===== src/rtl/booth_divider_if.sv =====
// Handshake and data bundle for booth_divider.
// The requester drives start/op/operands; the divider returns results and status.
interface booth_divider_if #(
  parameter int N = 32
);
  logic         start;
  logic [1:0]   op;
  logic [N-1:0] dividend;
  logic [N-1:0] divisor;
  logic [N-1:0] result;
  logic [N-1:0] quotient;
  logic [N-1:0] remainder;
  logic         busy;
  logic         done;

  modport master (
    output start, op, dividend, divisor,
    input  result, quotient, remainder, busy, done
  );

  modport slave (
    input  start, op, dividend, divisor,
    output result, quotient, remainder, busy, done
  );
endinterface


===== src/rtl/booth_divider.sv =====
// Multi-cycle signed/unsigned integer divider.
// Operands are reduced to magnitudes on accept, divided by an N-step restoring
// loop, and sign-corrected in FIX. Divide-by-zero and signed overflow skip the
// loop and are resolved directly in FIX.
// op: 00 DIV, 01 DIVU, 10 REM, 11 REMU (op[0] = unsigned, op[1] = remainder).
module booth_divider #(
  parameter int N = 32
) (
  input logic            clk,
  input logic            rst_n,
  booth_divider_if.slave bus
);

  localparam int            CW      = $clog2(N) + 1;
  localparam logic [N-1:0]  MIN_NEG = {1'b1, {(N-1){1'b0}}};

  typedef enum logic [1:0] {IDLE, CALC, FIX, DONE} state_t;
  typedef enum logic [1:0] {SP_NONE, SP_DIV0, SP_OVF} special_t;

  state_t        state;
  special_t      special;
  logic [CW-1:0] cnt;
  logic [1:0]    op_q;
  logic [N-1:0]  dividend_q;   // raw dividend, returned as remainder on divide-by-zero
  logic [N-1:0]  dvs_abs;      // |divisor| held for the whole loop
  logic [N-1:0]  rem;          // partial remainder
  logic [N-1:0]  q;            // dividend magnitude shifting out, quotient shifting in
  logic          sign_q;
  logic          sign_r;
  logic [N-1:0]  quotient_q;
  logic [N-1:0]  remainder_q;
  logic [N-1:0]  result_q;
  logic          busy_q;
  logic          done_q;

  logic          is_signed;
  logic          dvd_neg;
  logic          dvs_neg;
  logic          div_zero;
  logic          sgn_ovf;
  logic [N-1:0]  dvd_abs_in;
  logic [N-1:0]  dvs_abs_in;

  // Accept-cycle decode: operand signs, magnitudes and special cases.
  // Negating 2^(N-1) yields 2^(N-1) again, which is the correct magnitude
  // when the bits are read as unsigned.
  always_comb begin
    is_signed  = ~bus.op[0];
    dvd_neg    = is_signed & bus.dividend[N-1];
    dvs_neg    = is_signed & bus.divisor[N-1];
    dvd_abs_in = dvd_neg ? (-bus.dividend) : bus.dividend;
    dvs_abs_in = dvs_neg ? (-bus.divisor) : bus.divisor;
    div_zero   = (bus.divisor == '0);
    sgn_ovf    = is_signed && (bus.dividend == MIN_NEG) && (bus.divisor == '1);
  end

  logic [N:0]   shifted;
  logic [N:0]   diff;
  logic [N-1:0] rem_step;
  logic [N-1:0] q_step;

  // One restoring step: shift in the next dividend bit, trial-subtract in N+1
  // bits and keep the difference only when it did not go negative.
  always_comb begin
    shifted  = {rem, q[N-1]};
    diff     = shifted - {1'b0, dvs_abs};
    rem_step = diff[N] ? shifted[N-1:0] : diff[N-1:0];
    q_step   = {q[N-2:0], ~diff[N]};
  end

  logic [N-1:0] q_fix;
  logic [N-1:0] r_fix;

  // Final sign correction, overridden by the fixed special-case results.
  // NOTE: every output of a combinational block gets a default first so no
  // path through the case leaves it unassigned, which would infer a latch.
  always_comb begin
    q_fix = sign_q ? (-q) : q;
    r_fix = sign_r ? (-rem) : rem;
    case (special)
      SP_DIV0: begin
        q_fix = '1;
        r_fix = dividend_q;
      end
      SP_OVF: begin
        q_fix = MIN_NEG;
        r_fix = '0;
      end
      default: ;
    endcase
  end

  // Control FSM with registered status and result outputs.
  // NOTE: all state here is updated with non-blocking assignments so every
  // register samples the pre-edge values, independent of statement order.
  always_ff @(posedge clk or negedge rst_n) begin
    if (!rst_n) begin
      state       <= IDLE;
      special     <= SP_NONE;
      cnt         <= '0;
      op_q        <= '0;
      dividend_q  <= '0;
      dvs_abs     <= '0;
      rem         <= '0;
      q           <= '0;
      sign_q      <= 1'b0;
      sign_r      <= 1'b0;
      quotient_q  <= '0;
      remainder_q <= '0;
      result_q    <= '0;
      busy_q      <= 1'b0;
      done_q      <= 1'b0;
    end else begin
      case (state)
        IDLE: begin
          done_q <= 1'b0;
          // A start coinciding with the done pulse is dropped, not queued.
          if (bus.start && !done_q) begin
            op_q       <= bus.op;
            dividend_q <= bus.dividend;
            dvs_abs    <= dvs_abs_in;
            q          <= dvd_abs_in;
            rem        <= '0;
            sign_q     <= dvd_neg ^ dvs_neg;
            sign_r     <= dvd_neg;
            cnt        <= '0;
            busy_q     <= 1'b1;
            if (div_zero) begin
              special <= SP_DIV0;
              state   <= FIX;
            end else if (sgn_ovf) begin
              special <= SP_OVF;
              state   <= FIX;
            end else begin
              special <= SP_NONE;
              state   <= CALC;
            end
          end
        end
        CALC: begin
          rem <= rem_step;
          q   <= q_step;
          cnt <= cnt + 1'b1;
          if (cnt == CW'(N - 1)) state <= FIX;
        end
        FIX: begin
          quotient_q  <= q_fix;
          remainder_q <= r_fix;
          result_q    <= op_q[1] ? r_fix : q_fix;
          state       <= DONE;
        end
        DONE: begin
          done_q <= 1'b1;
          busy_q <= 1'b0;
          state  <= IDLE;
        end
        default: state <= IDLE;
      endcase
    end
  end

  assign bus.quotient  = quotient_q;
  assign bus.remainder = remainder_q;
  assign bus.result    = result_q;
  assign bus.busy      = busy_q;
  assign bus.done      = done_q;

endmodule


===== src/flat_wrapper.sv =====
// flat-port wrapper written by rule: the top's interface ports become plain ports
module booth_divider_flat 
#(
  parameter int N = 32
)
  (clk, rst_n, bus_start, bus_op, bus_dividend, bus_divisor, bus_result, bus_quotient, bus_remainder, bus_busy, bus_done);
  booth_divider_if #(.N(N)) bus_i ();
  input logic clk;
  input logic rst_n;
  input wire logic [$bits(bus_i.start)-1:0] bus_start;
  input wire logic [$bits(bus_i.op)-1:0] bus_op;
  input wire logic [$bits(bus_i.dividend)-1:0] bus_dividend;
  input wire logic [$bits(bus_i.divisor)-1:0] bus_divisor;
  output wire logic [$bits(bus_i.result)-1:0] bus_result;
  output wire logic [$bits(bus_i.quotient)-1:0] bus_quotient;
  output wire logic [$bits(bus_i.remainder)-1:0] bus_remainder;
  output wire logic [$bits(bus_i.busy)-1:0] bus_busy;
  output wire logic [$bits(bus_i.done)-1:0] bus_done;
  assign bus_i.start = bus_start;
  assign bus_i.op = bus_op;
  assign bus_i.dividend = bus_dividend;
  assign bus_i.divisor = bus_divisor;
  assign bus_result = bus_i.result;
  assign bus_quotient = bus_i.quotient;
  assign bus_remainder = bus_i.remainder;
  assign bus_busy = bus_i.busy;
  assign bus_done = bus_i.done;
  booth_divider #(.N(N)) u_core (.clk(clk), .rst_n(rst_n), .bus(bus_i));
endmodule

===== config.mk =====
export PLATFORM = sky130hd
export DESIGN_NAME = booth_divider_flat
export DESIGN_NICKNAME = d
export VERILOG_FILES = /design/src/rtl/booth_divider_if.sv /design/src/rtl/booth_divider.sv /design/src/flat_wrapper.sv
export SDC_FILE = /design/constraint.sdc
export NUM_CORES = 1
export LEC_CHECK = 0
export CORE_MARGIN = 8
export CORE_UTILIZATION = 30
export DETAILED_ROUTE_END_ITERATION = 12
export GPL_ROUTABILITY_DRIVEN = 0
export GPL_TIMING_DRIVEN = 0
export PLACE_DENSITY = 0.6
export SETUP_SLACK_MARGIN = 0.3
export SLEW_MARGIN = 20
export SYNTH_ARGS = -nofsm -noshare
export SYNTH_HDL_FRONTEND = slang
export SYNTH_SLANG_ARGS = --single-unit

===== constraint.sdc =====
create_clock -name clk -period 3.8 [get_ports clk]
set_clock_uncertainty 0.15 [all_clocks]
set_input_delay 0.38 -clock clk [delete_from_list [all_inputs] [get_ports clk]]
set_output_delay 0.38 -clock clk [all_outputs]
set_load 0.005 [all_outputs]

==> key figures, run 1 <==
Drt
  – Vias per Instance: 5.308
  – Wirelength, routed: 48.69 mm
  – Pre-antenna DRT Iters: 6
  – DRC: 0
  – Post-route ant nets: 0
  – Post-DR wirelength/cell: 19.79 um
  – Initial drt markers: 959
  – Via Count: 13060

Floorplanning
  – Core Footprint: 47850 um2
  – Die H: 236.2 um
  – Top-Level Pins: 167
  – Starting Density: 0.3041
  – Die width: 236.2 um
  – Placement Rows: 80
  – Die area: 55800 um2

Layout
  – Most common cell after layout, fill and taps aside: dfrtp_1
  – Leading cell types in the layout, fill and taps excluded: dfrtp_1 (232), nand2_1 (178), clkdlybuf4s50_1 (165)
  – Final core utilization: 0.3817
  – Post-Layout Cell Count: 2461
  – Nets: 1939
  – Final instance area: 18260 um2
  – Inserted Diodes: 0
  – Layout cell share with drive strength beyond 1: 0.1089
  – Filler Cells Inserted: 4773
  – P&R area growth vs syn: 25.53%

Clock network
  – Later-pin clock latency in the skew report: 580 ps
  – TritonCTS sink count: 239
  – CTS tree: built
  – Clock-pin slew on the worst setup and hold paths: 60 ps
  – Clock Root Buffer: clkbuf_16
  – Num CTS Buffers: 28
  – Maximum clock insertion buffer count: 3
  – H-Tree Depth: 1

Synthesis
  – Area leader, netlist: dfrtp_1
  – Synth Warn #: 0
  – Synth cell types: 73
  – Post-synth top flop: dfrtp_1
  – Yosys reg bits: 239
  – Synth area leaders: dfrtp_1 (41%), mux2_2 (6.0%), o21ai_0 (5.8%)
  – Asr flop ratio synth: 1.000
  – Number of synthesized flops with an enable pin: 0
  – Register area share after synthesis: 0.4111
  – Mean Syn Cell Area: 9.030 um2
  – Post-synth top area share: 0.4111
  – Syn Nets: 1725
  – Synthesized netlist cell count: 1611
  – Synthesized area: 14550 um2

Power
  – Final Total Pwr: 16.31 mW
  – Cell Pwr Density: 893.0 nW/um2
  – P_leak: 7.568 nW
  – Peak supply drop: 0.3912 mV

Global routing
  – GR Overflow Total: 0
  – First-pass GRT wire length: 76.10 mm
  – Number of global-route vias before repair: 13010
  – Total track usage: 0.1685
  – Pin count of the biggest net entering global routing: 99
  – Initial antenna violation count: 1

Timing
  – Worst slew pin tran: 839.1 ps
  – Min Tclk post-route: 3441 ps
  – Final Cycle Share: 0.9055
  – PnR worst setup slack: 359.2 ps
  – Max Fclk: 0.2906 GHz
  – Final Hold Vio Count: 0
  – Worst slew margin: 0.4360
  – Setup violators final: 0
  – Slew Viols, Final: 0
  – Unrepaired setup endpoints after global routing: true

Worst setup path
  – Worst-path cell chain: clkbuf_2, nor4_4, nand4_1, or4_4, or4_4, o21ai_0, xnor2_1, a22oi_2, o21ai_0, o22a_1
  – Worst Setup End Kind: register
  – R2R cell count: 10
  – Family with the most delay on the worst path: simple AND/OR/NAND/NOR gates
  – Worst EP arrival: 3760 ps
  – Logic depth of the worst path, buffers included: 10
  – Crit path buf inv count: 1
  – CP Data Required Time: 4120 ps
  – CP Class: register to register
  – Startpoint types: register
  – CP max stage delay: 550 ps
  – Worst path slowest cell: or4_4
  – Worst-path fanout max: 7

Place
  – Pre-CTS WS: -99.94 ps
  – Inst Count DP: 2394
  – Post-detail-place hpwl: 38.52 mm
  – Port Buffer Count: 166
  – Post-Place Cell Area: 17050 um2

Outcome
  – Outcome: finished, final reports clean

Worst hold path
  – Hold Path Class: input pin to asynchronous set/reset pin

Job
  – Max Cap Viol: 0
[registers in the layout (all words and copies together), names as in the netlist, 2 cells and up]
register	count
u_core.bus.quotient	32
u_core.cnt	6
u_core.special	2
u_core.bus.result	32
u_core.state	2
u_core.dividend_q	32
u_core.bus.remainder	32
u_core.q	32
u_core.dvs_abs	32
u_core.rem	32
[repair_timing]
item	in CTS	in global routing
gates cloned	0	0
buffers inserted	1	14
gates resized for setup	14	35
pin swaps	0	10
endpoints found under the setup margin	37	51
endpoints found under the hold margin	49	0
hold buffers	1	0
[per-layer routing]
layer	vias to the layer above	part of all wire	GRT usage
met5	-	0.00027	0
met4	2	0.020	0.03688
met3	72	0.068	0.03101
met2	440	0.47	0.2869
met1	6411	0.44	0.2206
li1	6137	-	-
[metrics by stage]
step	TNS (ps)	hold WS (ps)
after global placement	-1883550	314.8
final	0	141.1
after detailed placement	-608.6	163.6
after CTS	0	140.7
after floorplan	0	-65.59
after global routing	0	182.2
[area by class of cell]
class	count	area (um2)	area share
tap	615	769.5	0.04214
buffer	90	374.1	0.02049
sequential	239	5989	0.3280
inverter	69	259.0	0.01418
clock inverter	11	138.9	0.007605
multi-input combinational	1213	8050	0.4408
timing repair buffer	184	1844	0.1010
clock buffer	40	835.8	0.04577
[cells by family after synthesis]
group / Yosys count / synth area share
buffers and inverters: 159 / 0.04154
adders and majority gates: 45 / 0.03922
xor gates and xnor gates: 146 / 0.08790
muxes: 111 / 0.08308
DFF: 239 / 0.4111
and+or+nand+nor: 434 / 0.1389
AOI/OAI and AO/OA: 477 / 0.1982
[worst paths after layout]
kind | start | endpoint | slack (ps)
worst max-delay path | u_core.rem[2]$_DFFE_PN0P_ | u_core.bus.result[30]$_DFFE_PN0P_ | 360
worst min-delay path | rst_n | u_core.bus.remainder[12]$_DFFE_PN0P_ | 140
worst max register to register | u_core.rem[2]$_DFFE_PN0P_ | u_core.bus.result[30]$_DFFE_PN0P_ | 360
worst min register to register | u_core.dvs_abs[6]$_DFFE_PN0P_ | u_core.dvs_abs[6]$_DFFE_PN0P_ | 330
max in group asynchronous | rst_n | u_core.dvs_abs[9]$_DFFE_PN0P_ | 2060
min in group clk | u_core.dvs_abs[6]$_DFFE_PN0P_ | u_core.dvs_abs[6]$_DFFE_PN0P_ | 330
[where the power goes]
part           internal [mW]  switching (mW)  total, mW
registers               3.70            1.00       4.70
logic                   3.96            4.85       8.81
clock network           1.67            1.13       2.80
[cell usage after synthesis, drive strengths merged, types with 10 or more instances]
library cell  number
a211oi            12
a21o              13
a21oi            149
a22o              11
a22oi             14
a31oi             13
buf               10
clkbuf            80
dfrtp            239
ha                44
inv               68
mux2              78
mux2i             33
nand2            178
nand2b            12
nand3             10
nand4             16
nor2             124
nor3              17
nor4              10
o21ai            172
o31ai             25
o41ai             13
or3               18
or4               16
xnor2             83
xor2              63
Note: power is estimated with default switching activity, not from simulation.
==> inputs of run 2 (changes only) <==
DONT_BUFFER_PORTS = 1   (was not set)
PLACE_DENSITY = 0.56   (was 0.6)
SLEW_MARGIN = 0   (was 20)
==> run 2 against run 1 <==
The run now ends with hold timing left. Global-route usage increased by 0.36 points. Core utilization down 2.2 points. First-iteration DRC count grew 19%.
==> key figures, run 2 (synthesis results as in run 1) <==
Clock network
  – CTS tree: built (unchanged)
  – Hold_buf cts: 69 (was 1)
  – Later-pin clock latency in the skew report: 570 ps (was 580 ps)
  – Num CTS Buffers: 29 (was 28)
  – TritonCTS sink count: 239 (unchanged)
  – H-Tree Depth: 1 (unchanged)
  – Maximum clock insertion buffer count: 3 (unchanged)
  – Clock Root Buffer: clkbuf_16 (unchanged)
  – Clock-pin slew on the worst setup and hold paths: 60 ps (about the same)

Drt
  – Pre-antenna DRT Iters: 6 (unchanged)
  – Initial drt markers: 1144 (was 959)
  – Via Count: 12770 (was 13060)
  – Post-DR wirelength/cell: 21.24 um (was 19.79 um)
  – DRC: 0 (unchanged)
  – Wirelength, routed: 50.13 mm (was 48.69 mm)
  – Post-route ant nets: 0 (unchanged)
  – Vias per Instance: 5.409 (was 5.308)

Place
  – Port Buffer Count: 0 (was 166)
  – Inst Count DP: 2226 (was 2394)
  – Post-Place Cell Area: 15320 um2 (was 17050 um2)
  – Pre-CTS WS: -145.3 ps (was -99.94 ps)
  – Post-detail-place hpwl: 37.58 mm (was 38.52 mm)

Worst setup path
  – CP max stage delay: 590 ps (was 550 ps)
  – CP Class: register to register (unchanged)
  – Worst reg2reg startpoint: u_core.q[14]$_DFFE_PN0P_ (was u_core.rem[2]$_DFFE_PN0P_)
  – Worst Setup End Kind: register (unchanged)
  – Worst reg2reg endpoint: u_core.bus.result[25]$_DFFE_PN0P_ (was u_core.bus.result[30]$_DFFE_PN0P_)
  – Worst EP arrival: 3730 ps (was 3760 ps)
  – Worst-path fanout max: 5 (was 7)
  – Reg2Reg Setup Slack: 380 ps (was 360 ps)
  – Startpoint types: register (unchanged)
  – R2R cell count: 9 (was 10)
  – CP Data Required Time: 4110 ps (was 4120 ps)
  – Worst path slowest cell: or4_4 (unchanged)
  – Worst-path cell chain: or4_4, or4_4, or2_4, or3_4, or2_4, o21ai_2, xor2_1, a21oi_1, a221o_1 (was clkbuf_2, nor4_4, nand4_1, or4_4, or4_4, o21ai_0, xnor2_1, a22oi_2, o21ai_0, o22a_1)

Timing
  – PnR worst setup slack: 379.8 ps (was 359.2 ps)
  – Worst slew margin: 0.3678 (was 0.4360)
  – Final TNS setup: 0 ps (unchanged)
  – Min Tclk post-route: 3420 ps (was 3441 ps)
  – Hold_ws: -650.1 ps (was 141.1 ps)
  – Max Fclk: 0.2924 GHz (was 0.2906 GHz)
  – Final Hold Vio Count: 239 (was 0)
  – Slew Viols, Final: 0 (unchanged)
  – Worst slew pin tran: 948.4 ps (was 839.1 ps)
  – Final Cycle Share: 0.9001 (was 0.9055)
  – Unrepaired setup endpoints after global routing: true (unchanged)
  – Setup violators final: 0 (unchanged)

Floorplanning
  – Die H: 236.2 um (unchanged)
  – Top-Level Pins: 167 (unchanged)
  – Die width: 236.2 um (unchanged)
  – Placement Rows: 80 (unchanged)
  – Starting Density: 0.3041 (unchanged)
  – Core Footprint: 47850 um2 (unchanged)
  – Die area: 55800 um2 (unchanged)

Job
  – Max Cap Viol: 0 (unchanged)

Layout
  – Nets: 1835 (was 1939)
  – Layout cell share with drive strength beyond 1: 0.1136 (was 0.1089)
  – Post-Layout Cell Count: 2360 (was 2461)
  – Most common cell after layout, fill and taps aside: dfrtp_1 (unchanged)
  – P&R area growth vs syn: 18.41% (was 25.53%)
  – Filler Cells Inserted: 4829 (was 4773)
  – Leading cell types in the layout, fill and taps excluded: dfrtp_1 (232), nand2_1 (178), o21ai_0 (167) (was dfrtp_1 (232), nand2_1 (178), clkdlybuf4s50_1 (165))
  – Final instance area: 17230 um2 (was 18260 um2)

Outcome
  – Violated checks: hold timing
  – Outcome: finished, violations left (was finished, final reports clean)

Global routing
  – GR Overflow Total: 0 (unchanged)
  – Pin count of the biggest net entering global routing: 240 (was 99)
  – Total track usage: 0.1721 (was 0.1685)
  – First-pass GRT wire length: 76.26 mm (was 76.10 mm)
  – Initial antenna violation count: 1 (unchanged)
  – Number of global-route vias before repair: 12590 (was 13010)

Power
  – Cell Pwr Density: 895.4 nW/um2 (was 893.0 nW/um2)
  – Peak supply drop: 0.4177 mV (was 0.3912 mV)
  – Final Total Pwr: 15.42 mW (was 16.31 mW)
  – P_leak: 7.177 nW (was 7.568 nW)

Worst hold path
  – Hold Path Class: input pin to asynchronous set/reset pin (unchanged)
run 2: changes by cell type in the layout (fill, tap and decap cells not counted), sizes merged:
| cell | change |
|---|---|
| buf | -7 |
| bufinv | +2 |
| clkbuf | -4 |
| clkdlybuf4s50 | -165 |
| clkinv | +1 |
| clkinvlp | +1 |
| diode | +2 |
| dlygate4sd3 | +68 |
| inv | +1 |
run 2: critical path: cells and delay by family, from the launching register on:
kind,cells,cell delay (ps)
AND/OR/NAND/NOR,5,1940
AO/OA/AOI/OAI,3,560
flip-flops,1,430
XOR/XNOR,1,220
run 2: through the flow:
step / hold WS [ps] / utilization
after floorplan: -65.59 / -
final: -650.1 / 0.3600
after detailed placement: -51.67 / 0.3201
after CTS: -663.0 / 0.3568
after global routing: -665.0 / 0.3599
after global placement: -51.93 / 0.3201
run 2: layer usage:
metal / global-route usage / vias to the layer above / part of all wire
li1: - / 5940 / -
met1: 0.2256 / 6280 / 0.43
met2: 0.2839 / 468 / 0.46
met3: 0.04046 / 78 / 0.082
met4: 0.04250 / 0 / 0.024
met5: 0 / - / 0
run 2: worst max-delay path by stage:
stage | startpoint | endpoint | slack [ps] | cells past startpoint
2_1_floorplan | u_core.q[14]$_DFFE_PN0P_ | u_core.bus.result[29]$_DFFE_PN0P_ | 560 | 9
3_3_place_gp | u_core.rem[12]$_DFFE_PN0P_ | u_core.rem[1]$_DFFE_PN0P_ | -100 | 12
3_5_place_dp | u_core.rem[11]$_DFFE_PN0P_ | u_core.rem[1]$_DFFE_PN0P_ | -150 | 12
4_1_cts | u_core.rem[0]$_DFFE_PN0P_ | u_core.bus.result[28]$_DFFE_PN0P_ | 310 | 10
5_1_grt | u_core.rem[16]$_DFFE_PN0P_ | u_core.rem[31]$_DFFE_PN0P_ | 210 | 12
6_report | u_core.q[14]$_DFFE_PN0P_ | u_core.bus.result[25]$_DFFE_PN0P_ | 380 | 9
run 2: final cells by class:
type / instances / area, um2 / area share
clock inverters: 16 / 195.2 / 0.01133
clock buffers: 37 / 815.8 / 0.04736
multi-input cells: 1213 / 8058 / 0.4678
repair buffers: 79 / 763.2 / 0.04431
flip-flops and latches: 239 / 5989 / 0.3477
well taps: 615 / 769.5 / 0.04467
plain buffers: 90 / 370.4 / 0.02150
diodes: 2 / 5.005 / 0.0002905
inverters: 69 / 259.0 / 0.01504
run 2: repair_timing:
| action | 4_1_cts | 5_1_grt |
|---|---|---|
| gates resized for setup | 16 | 29 |
| setup endpoints to repair | 36 | 52 |
| endpoints found under the hold margin | 325 | 239 |
| buffers inserted | 1 | 8 |
| pin swaps | 0 | 6 |
run 2: power breakdown:
part | internal [mW] | leakage [nW] | switching (mW)
sequential | 3.70 | 2.98 | 1.18
combinational | 3.10 | 3.70 | 4.51
clock | 1.78 | 0.496 | 1.16
